`config.mk`:
```
export PLATFORM = sky130hd
export DESIGN_NAME = rst_sequencer_flat
export DESIGN_NICKNAME = d
export VERILOG_FILES = /design/src/rtl/rst_sequencer_if.sv /design/src/rtl/rst_sequencer.sv /design/src/flat_wrapper.sv
export SDC_FILE = /design/constraint.sdc
export NUM_CORES = 1
export LEC_CHECK = 0
export ABC_AREA = 1
export CORE_UTILIZATION = 35
export CTS_BUF_LIST = sky130_fd_sc_hd__clkbuf_8
export CTS_CLUSTER_SIZE = 40
export DETAILED_ROUTE_END_ITERATION = 8
export SLEW_MARGIN = 10
export SYNTH_ARGS = -nofsm -noshare
export SYNTH_HDL_FRONTEND = slang
export SYNTH_SLANG_ARGS = --single-unit
```
`constraint.sdc`:
```
create_clock -name clk -period 4.75 [get_ports clk]
set_input_delay 0.95 -clock clk [delete_from_list [all_inputs] [get_ports clk]]
set_output_delay 0.95 -clock clk [all_outputs]
set_load 0.03 [all_outputs]
```
`src/rtl/rst_sequencer_if.sv`:
```
// Request/response bundle between the reset-request source and rst_sequencer.
// master: the side issuing requests and observing the reset outputs.
// slave:  the sequencer itself.
interface rst_sequencer_if;
  logic sys_rst_req;
  logic boot_rst_req;
  logic rst_core;
  logic rst_periph;
  logic boot_programn;
  logic led_warn;
  logic busy;

  modport master (
    output sys_rst_req,
    output boot_rst_req,
    input  rst_core,
    input  rst_periph,
    input  boot_programn,
    input  led_warn,
    input  busy
  );

  modport slave (
    input  sys_rst_req,
    input  boot_rst_req,
    output rst_core,
    output rst_periph,
    output boot_programn,
    output led_warn,
    output busy
  );
endinterface

```
`src/rtl/rst_sequencer.sv`:
```
// rst_sequencer: turns sys/boot reset request pulses into an ordered reset
// release (core first, peripherals after a gap) or a boot warning blink
// followed by a held PROGRAMN drive.
// Optional feature: define RST_SEQ_BOOT_ABORT_EN to let a sys request edge
// abort a boot that is still in its warning period.
module rst_sequencer #(
  parameter int unsigned CLK_FREQUENCY        = 48000000,
  parameter int unsigned REQ_LOGIC_LEVEL      = 1,
  parameter int unsigned RST_HOLD_CYCLES      = 1024,
  parameter int unsigned STAGE_GAP_CYCLES     = 256,
  parameter int unsigned BOOT_WARN_MS         = 500,
  parameter int unsigned BLINK_HZ             = 8,
  parameter int unsigned PROGRAMN_LOGIC_LEVEL = 0
) (
  input  logic           clk,
  input  logic           rst,
  rst_sequencer_if.slave bus
);

  // 64-bit arithmetic: CLK_FREQUENCY * BOOT_WARN_MS overflows 32 bits at 48 MHz.
  localparam longint unsigned BOOT_WARN_CYCLES =
    (64'(CLK_FREQUENCY) * 64'(BOOT_WARN_MS)) / 64'd1000;
  localparam longint unsigned MAX_HG =
    (RST_HOLD_CYCLES > STAGE_GAP_CYCLES) ? 64'(RST_HOLD_CYCLES) : 64'(STAGE_GAP_CYCLES);
  localparam longint unsigned CNT_MAX =
    (MAX_HG > BOOT_WARN_CYCLES) ? MAX_HG : BOOT_WARN_CYCLES;
  localparam int unsigned CNT_W = $clog2(CNT_MAX + 64'd1);

  localparam longint unsigned HALF_PERIOD =
    64'(CLK_FREQUENCY) / (64'd2 * 64'(BLINK_HZ));
  localparam int unsigned BLINK_W = (HALF_PERIOD > 64'd1) ? $clog2(HALF_PERIOD) : 1;

  localparam logic [CNT_W-1:0]   HOLD_LAST  = CNT_W'(64'(RST_HOLD_CYCLES) - 64'd1);
  localparam logic [CNT_W-1:0]   GAP_LAST   = CNT_W'(64'(STAGE_GAP_CYCLES) - 64'd1);
  localparam logic [CNT_W-1:0]   WARN_LAST  = CNT_W'(BOOT_WARN_CYCLES - 64'd1);
  localparam logic [BLINK_W-1:0] BLINK_LAST = BLINK_W'(HALF_PERIOD - 64'd1);

  localparam logic REQ_ACT  = 1'(REQ_LOGIC_LEVEL);
  localparam logic PROG_ACT = 1'(PROGRAMN_LOGIC_LEVEL);

`ifdef RST_SEQ_BOOT_ABORT_EN
  localparam logic ABORT_EN = 1'b1;
`else
  localparam logic ABORT_EN = 1'b0;
`endif

  typedef enum logic [2:0] {
    S_HOLD      = 3'd0,
    S_REL_CORE  = 3'd1,
    S_RUN       = 3'd2,
    S_BOOT_WARN = 3'd3,
    S_BOOT_FIRE = 3'd4
  } state_e;

  state_e             r_state;
  logic [CNT_W-1:0]   r_cnt;
  logic [BLINK_W-1:0] r_blink;
  logic               r_rst_core;
  logic               r_rst_periph;
  logic               r_programn;
  logic               r_led_warn;
  logic               r_busy;

  logic r_sys_s;
  logic r_sys_h;
  logic r_boot_s;
  logic r_boot_h;

  logic w_sys_act;
  logic w_boot_act;
  logic w_sys_edge;
  logic w_boot_edge;

  assign w_sys_act  = (bus.sys_rst_req  == REQ_ACT);
  assign w_boot_act = (bus.boot_rst_req == REQ_ACT);

  // Request sampling; during rst the history follows the live level so a
  // request held through rst is never treated as new.
  always_ff @(posedge clk) begin
    r_sys_s  <= w_sys_act;
    r_boot_s <= w_boot_act;
    if (rst) begin
      r_sys_h  <= w_sys_act;
      r_boot_h <= w_boot_act;
    end else begin
      r_sys_h  <= r_sys_s;
      r_boot_h <= r_boot_s;
    end
  end

  assign w_sys_edge  = r_sys_s  & ~r_sys_h;
  assign w_boot_edge = r_boot_s & ~r_boot_h;

  // Sequencer FSM with registered outputs; counters cleared on every state entry.
  always_ff @(posedge clk) begin
    if (rst) begin
      r_state      <= S_HOLD;
      r_cnt        <= '0;
      r_blink      <= '0;
      r_rst_core   <= 1'b1;
      r_rst_periph <= 1'b1;
      r_programn   <= ~PROG_ACT;
      r_led_warn   <= 1'b0;
      r_busy       <= 1'b1;
    end else begin
      case (r_state)
        S_HOLD, S_REL_CORE, S_RUN: begin
          if (w_boot_edge) begin
            r_state      <= S_BOOT_WARN;
            r_cnt        <= '0;
            r_blink      <= '0;
            r_rst_core   <= 1'b1;
            r_rst_periph <= 1'b1;
            r_led_warn   <= 1'b1;
            r_busy       <= 1'b1;
          end else if (w_sys_edge) begin
            r_state      <= S_HOLD;
            r_cnt        <= '0;
            r_rst_core   <= 1'b1;
            r_rst_periph <= 1'b1;
            r_busy       <= 1'b1;
          end else if (r_state == S_HOLD) begin
            if (r_cnt == HOLD_LAST) begin
              r_state    <= S_REL_CORE;
              r_cnt      <= '0;
              r_rst_core <= 1'b0;
            end else begin
              r_cnt <= r_cnt + CNT_W'(1);
            end
          end else if (r_state == S_REL_CORE) begin
            if (r_cnt == GAP_LAST) begin
              r_state      <= S_RUN;
              r_cnt        <= '0;
              r_rst_periph <= 1'b0;
              r_busy       <= 1'b0;
            end else begin
              r_cnt <= r_cnt + CNT_W'(1);
            end
          end
        end

        S_BOOT_WARN: begin
          if (ABORT_EN && w_sys_edge) begin
            r_state      <= S_HOLD;
            r_cnt        <= '0;
            r_blink      <= '0;
            r_rst_core   <= 1'b1;
            r_rst_periph <= 1'b1;
            r_led_warn   <= 1'b0;
            r_busy       <= 1'b1;
          end else if (r_cnt == WARN_LAST) begin
            r_state    <= S_BOOT_FIRE;
            r_cnt      <= '0;
            r_blink    <= '0;
            r_programn <= PROG_ACT;
            r_led_warn <= 1'b1;
          end else begin
            r_cnt <= r_cnt + CNT_W'(1);
            if (r_blink == BLINK_LAST) begin
              r_blink    <= '0;
              r_led_warn <= ~r_led_warn;
            end else begin
              r_blink <= r_blink + BLINK_W'(1);
            end
          end
        end

        // Terminal: PROGRAMN and LED stay asserted until rst.
        S_BOOT_FIRE: begin
          r_programn <= PROG_ACT;
          r_led_warn <= 1'b1;
        end

        // Unused encodings recover into a fresh reset sequence.
        default: begin
          r_state      <= S_HOLD;
          r_cnt        <= '0;
          r_blink      <= '0;
          r_rst_core   <= 1'b1;
          r_rst_periph <= 1'b1;
          r_programn   <= ~PROG_ACT;
          r_led_warn   <= 1'b0;
          r_busy       <= 1'b1;
        end
      endcase
    end
  end

  assign bus.rst_core      = r_rst_core;
  assign bus.rst_periph    = r_rst_periph;
  assign bus.boot_programn = r_programn;
  assign bus.led_warn      = r_led_warn;
  assign bus.busy          = r_busy;

endmodule

```
`src/flat_wrapper.sv`:
```
// flat-port wrapper written by rule: the top's interface ports become plain ports
module rst_sequencer_flat 
#(
  parameter int unsigned CLK_FREQUENCY        = 48000000,
  parameter int unsigned REQ_LOGIC_LEVEL      = 1,
  parameter int unsigned RST_HOLD_CYCLES      = 1024,
  parameter int unsigned STAGE_GAP_CYCLES     = 256,
  parameter int unsigned BOOT_WARN_MS         = 500,
  parameter int unsigned BLINK_HZ             = 8,
  parameter int unsigned PROGRAMN_LOGIC_LEVEL = 0
)
  (clk, rst, bus_sys_rst_req, bus_boot_rst_req, bus_rst_core, bus_rst_periph, bus_boot_programn, bus_led_warn, bus_busy);
  rst_sequencer_if bus_i ();
  input  logic clk;
  input  logic rst;
  input wire logic [$bits(bus_i.sys_rst_req)-1:0] bus_sys_rst_req;
  input wire logic [$bits(bus_i.boot_rst_req)-1:0] bus_boot_rst_req;
  output wire logic [$bits(bus_i.rst_core)-1:0] bus_rst_core;
  output wire logic [$bits(bus_i.rst_periph)-1:0] bus_rst_periph;
  output wire logic [$bits(bus_i.boot_programn)-1:0] bus_boot_programn;
  output wire logic [$bits(bus_i.led_warn)-1:0] bus_led_warn;
  output wire logic [$bits(bus_i.busy)-1:0] bus_busy;
  assign bus_i.sys_rst_req = bus_sys_rst_req;
  assign bus_i.boot_rst_req = bus_boot_rst_req;
  assign bus_rst_core = bus_i.rst_core;
  assign bus_rst_periph = bus_i.rst_periph;
  assign bus_boot_programn = bus_i.boot_programn;
  assign bus_led_warn = bus_i.led_warn;
  assign bus_busy = bus_i.busy;
  rst_sequencer #(.CLK_FREQUENCY(CLK_FREQUENCY), .REQ_LOGIC_LEVEL(REQ_LOGIC_LEVEL), .RST_HOLD_CYCLES(RST_HOLD_CYCLES), .STAGE_GAP_CYCLES(STAGE_GAP_CYCLES), .BOOT_WARN_MS(BOOT_WARN_MS), .BLINK_HZ(BLINK_HZ), .PROGRAMN_LOGIC_LEVEL(PROGRAMN_LOGIC_LEVEL)) u_core (.clk(clk), .rst(rst), .bus(bus_i));
endmodule
```
[After elaboration in Yosys (flattened, before gate mapping)]
Index checks and enable logic that the tools add are counted.
Word-level totals
  register bits: 58
  bits of input ports: 4
  logic and storage cells: 89
Cells by class
  add/sub/neg operators: 2
  equal/unequal tests: 19
  mux-type cells: 39
  bitwise operators: 8
  reductions and logical operators: 10
Operator list (count)
  25-bit 2-to-1 mux: 7
  25-bit case mux with 3 select lines: 1
  22-bit 2-to-1 mux: 3
  22-bit case mux with 3 select lines: 1
  25-bit by 1-bit adder with 25-bit output (second input constant): 1
  25-bit by 10-bit == test with 1-bit output (second input constant): 1
  25-bit == test (second input constant): 1
  25-bit by 8-bit == test with 1-bit output (second input constant): 1
  22-bit by 1-bit adder with 22-bit output (second input constant): 1
  22-bit == test (second input constant): 1
  3-bit 2-to-1 mux: 7
  4-bit by 1-bit inequality test with 1-bit output (second input constant): 4
  1-bit 2-to-1 mux: 15
  5-bit by 1-bit inequality test with 1-bit output (second input constant): 2
  3-bit case mux with 3 select lines: 1
  2-bit AND reduction: 4
  3-bit by 2-bit == test with 1-bit output (second input constant): 2
  1-bit NOT: 6
  1-bit case mux with 3 select lines: 2
  5-bit by 3-bit inequality test with 1-bit output (second input constant): 1
  5-bit AND reduction: 1
  2-bit by 1-bit inequality test with 1-bit output (second input constant): 2
  4-bit by 2-bit inequality test with 1-bit output (second input constant): 1
  1-bit case mux with 2 select lines: 2
  other kinds (9): 10

[Longest topological paths before layout]
  depth after elaboration: 7
  gate-level depth with buffers: 13
  mapped depth without buffers: 12

[Worst setup path after synthesis]
Ideal clock, no wire load.
  path kind: input port to flip-flop
  start: in rst
  end: reg u_core.r_cnt[13]
  setup time: 119 ps
  arrival time: 1817 ps
  slack: 2814 ps
  cell stages on the path: 5
  path buffers: 2
  cells stage by stage: clkbuf_1 clkinv_1 o21ai_4 buf_6 nor2_2
RTL lines
  start: declaration: line flat_wrapper.sv:15  | input logic rst;
  end signal: assignment: line rst_sequencer.sv:128  | r_cnt <= r_cnt + CNT_W'(1);
  end signal: assignment: line rst_sequencer.sv:137  | r_cnt <= r_cnt + CNT_W'(1);
  end signal: assignment: line rst_sequencer.sv:158  | r_cnt <= r_cnt + CNT_W'(1);
  end: declaration: line rst_sequencer.sv:56  | logic [CNT_W-1:0] r_cnt;

==> qor.yml <==
hold_path_class: "reg -> reg"
clk_pin_slew_ns: 0.06
clk_path_buf_depth: 2
route.detailed.drc: 0
p_clk_share_pct: 32.6
stdcell_area_mm2: 0.00383
p_int_uw: 853
antenna_found_initial: 0
fin_setup_tns_ns: 0
cts_tree: "done"
layout_common_cells: "nand2_1 (145), nor2_1 (98), dfxtp_1 (58), inv_1 (53), nand3_1 (35)"
final_common_cell: "nand2_1"
synth-seq-cells: 58
synth_cell_types: 36
dp_hpwl_mm: 6.11
critical_path_required_ns: 4.95
min_period_over_period_pct: 56.1
htreeDepth: 3
cts_root_buf: "clkbuf_8"
dpl-instance-area_mm2: 0.00365
max-vdd-ir-drop_mv: 0.206
grt_pass1_wl_mm: 14.1
overflow: 0
avgRoutedWirePerCell_um: 11.9
ios: 9
ys_warn_count: 0
drive_above_1_share_pct: 11.4
cp-start-kind: "input pin"
diodes: 0
areaGrowthSynthToFinish_pct: 10.7
via_count: 3292
leakage_nw: 1.45
finalCriticalPeriod_ns: 2.67
r2r_start: "u_core.r_state[1]"
p_per_area_mw_per_mm2: 349
grt_max_degree: 20
seqPwrFrac_pct: 40.3
coreArea_mm2: 0.00942
outcome: "finished, final reports clean"
clock_latency_ns: 0.34
endpoint_kind: "flop"
cts_hold_buf: 0
setup_viol: 0
p_switching_uw: 485
post-cts-setup-buffer-count: 0
first_pass_iters: 4
max-cap-violations: 0
rsz0062_at_grt: "no"
initial_core_util_pct: 36.8
synth-seq-area-share_pct: 33.5
p_comb_share_pct: 27.2
hold_violations: 0
path_class: "in -> reg"
gr-usage-all-layers_pct: 17.5
final_nets: 555
viasPerCell: 4.82
cts_sinks: 58
arrival_ns: 2.87
avgSynthCellArea_um2: 6.44
clock_skew_ns: 0.0106
grt_pass1_vias: 3009
relSlewSlack_pct: 57.0
post_cts_resized: 0
gp_congestion: 0.869
synth_area_mm2: 0.00346
cts_buffers: 9
ant_nets: 0
synthCells: 538
setup.worst_path.start: "rst"
tightest_slew_ns: 0.643
slew_viol_final: 0
die_x_um: 101
die_h_um: 101
port_buffers: 8
swShare_pct: 36.2
hp-start: "u_core.r_boot_s"
synth_nets: 544
rows: 35
path_max_fanout: 16
drt-initial-drc-count: 261
fmax_ghz: 0.375
dieArea_mm2: 0.0103
drt_wl_total_mm: 8.11
-- layer usage --
layer  vias up  global-route usage, %  part of all wire, %
li1       1722                      -                    -
met3        10                   3.73                  4.6
met5         -                      0                    0
met2        58                   24.7                   41
met1      1502                   26.0                   53
met4         0                   6.47                  1.8
-- cell type report --
| class | count | area (um2) |
|---|---|---|
| Fill cell | 1017 | 5580 |
| Inverter | 61 | 231 |
| Timing Repair Buffer | 8 | 80.1 |
| Clock buffer | 9 | 124 |
| Tap cell | 129 | 161 |
| Sequential cell | 58 | 1160 |
| Multi-Input combinational cell | 411 | 2010 |
| Clock inverter | 7 | 61.3 |
-- logic make-up (layout without fill, tap and decap cells) --
| logic type | count (synthesis) | count (layout) | share of synthesized area (%) |
|---|---|---|---|
| AO/OA/AOI/OAI | 35 | 35 | 6.14 |
| XOR/XNOR | 20 | 20 | 5.06 |
| flip-flops | 58 | 58 | 33.5 |
| AND/OR/NAND/NOR | 354 | 354 | 46.2 |
| adder cells (fa/ha/maj) | 2 | 2 | 0.722 |
| buffers and inverters | 69 | 85 | 8.34 |
-- Yosys cell counts (all sizes together) --
cell type / instances / area [um2]
nor3b: 1 / 7.51
nor2: 115 / 479
nand3: 39 / 215
xor2: 12 / 105
nor3: 21 / 133
o21bai: 2 / 15.0
xnor2: 8 / 70.1
o22ai: 1 / 6.26
ha: 2 / 25.0
o21ai: 15 / 90.1
nand4: 20 / 131
buf: 5 / 46.3
a21boi: 1 / 7.51
clkinv: 3 / 13.8
clkbuf: 3 / 11.3
a21o: 1 / 7.51
nand2: 157 / 629
inv: 58 / 218
dfxtp: 58 / 1160
a21oi: 15 / 86.3
nor4: 1 / 6.26
-- critical path: stages --
cell,delay (ns)
clkdlybuf4s50_1,0.88
clkinv_1,0.53
o21ai_4,0.38
nor2_1,0.11
-- flip-flops by register name, indices dropped and copies added, names as in the netlist --
| signal | flops |
|---|---|
| u_core.bus.led_warn | 1 |
| u_core.r_boot_h | 1 |
| u_core.r_blink | 22 |
| u_core.r_sys_s | 1 |
| u_core.bus.rst_core | 1 |
| u_core.r_cnt | 25 |
| u_core.bus.rst_periph | 1 |
| u_core.r_boot_s | 1 |
| u_core.r_state | 3 |
| u_core.r_sys_h | 1 |
| u_core.bus.boot_programn | 1 |
-- per-stage QoR --
step                instances  util, %  setup WS [ns]  power (mW)  hold slack (ns)
CTS                       683     40.7           2.08        1.35            0.452
global route              683     40.7           1.94        1.42            0.468
global placement          667     38.8           1.80       0.908            0.436
floorplan                 538        -           2.81       0.837            0.419
finish                    683     40.7           2.08        1.34            0.446
detailed placement        667     38.8           1.75       0.912            0.439
-- path summary, 6_finish.rpt --
path                                         end  slack (ns)  cells after the start
worst max register to register  u_core.r_cnt[24]        2.54                      7
worst min register to register   u_core.r_boot_h        0.45                      2
worst max-delay path            u_core.r_cnt[24]        2.08                      4
worst min-delay path             u_core.r_boot_h        0.45                      2
-- power groups by stage --
stage               Sequential [mW]  Combinational (mW)  Clock, mW
CTS                           0.538               0.366      0.449
floorplan                     0.556               0.281          0
global placement              0.548               0.360          0
detailed placement            0.549               0.363          0
finish                        0.539               0.363      0.436
global route                  0.543               0.405      0.470
Note: power is estimated with default switching activity, not from simulation.
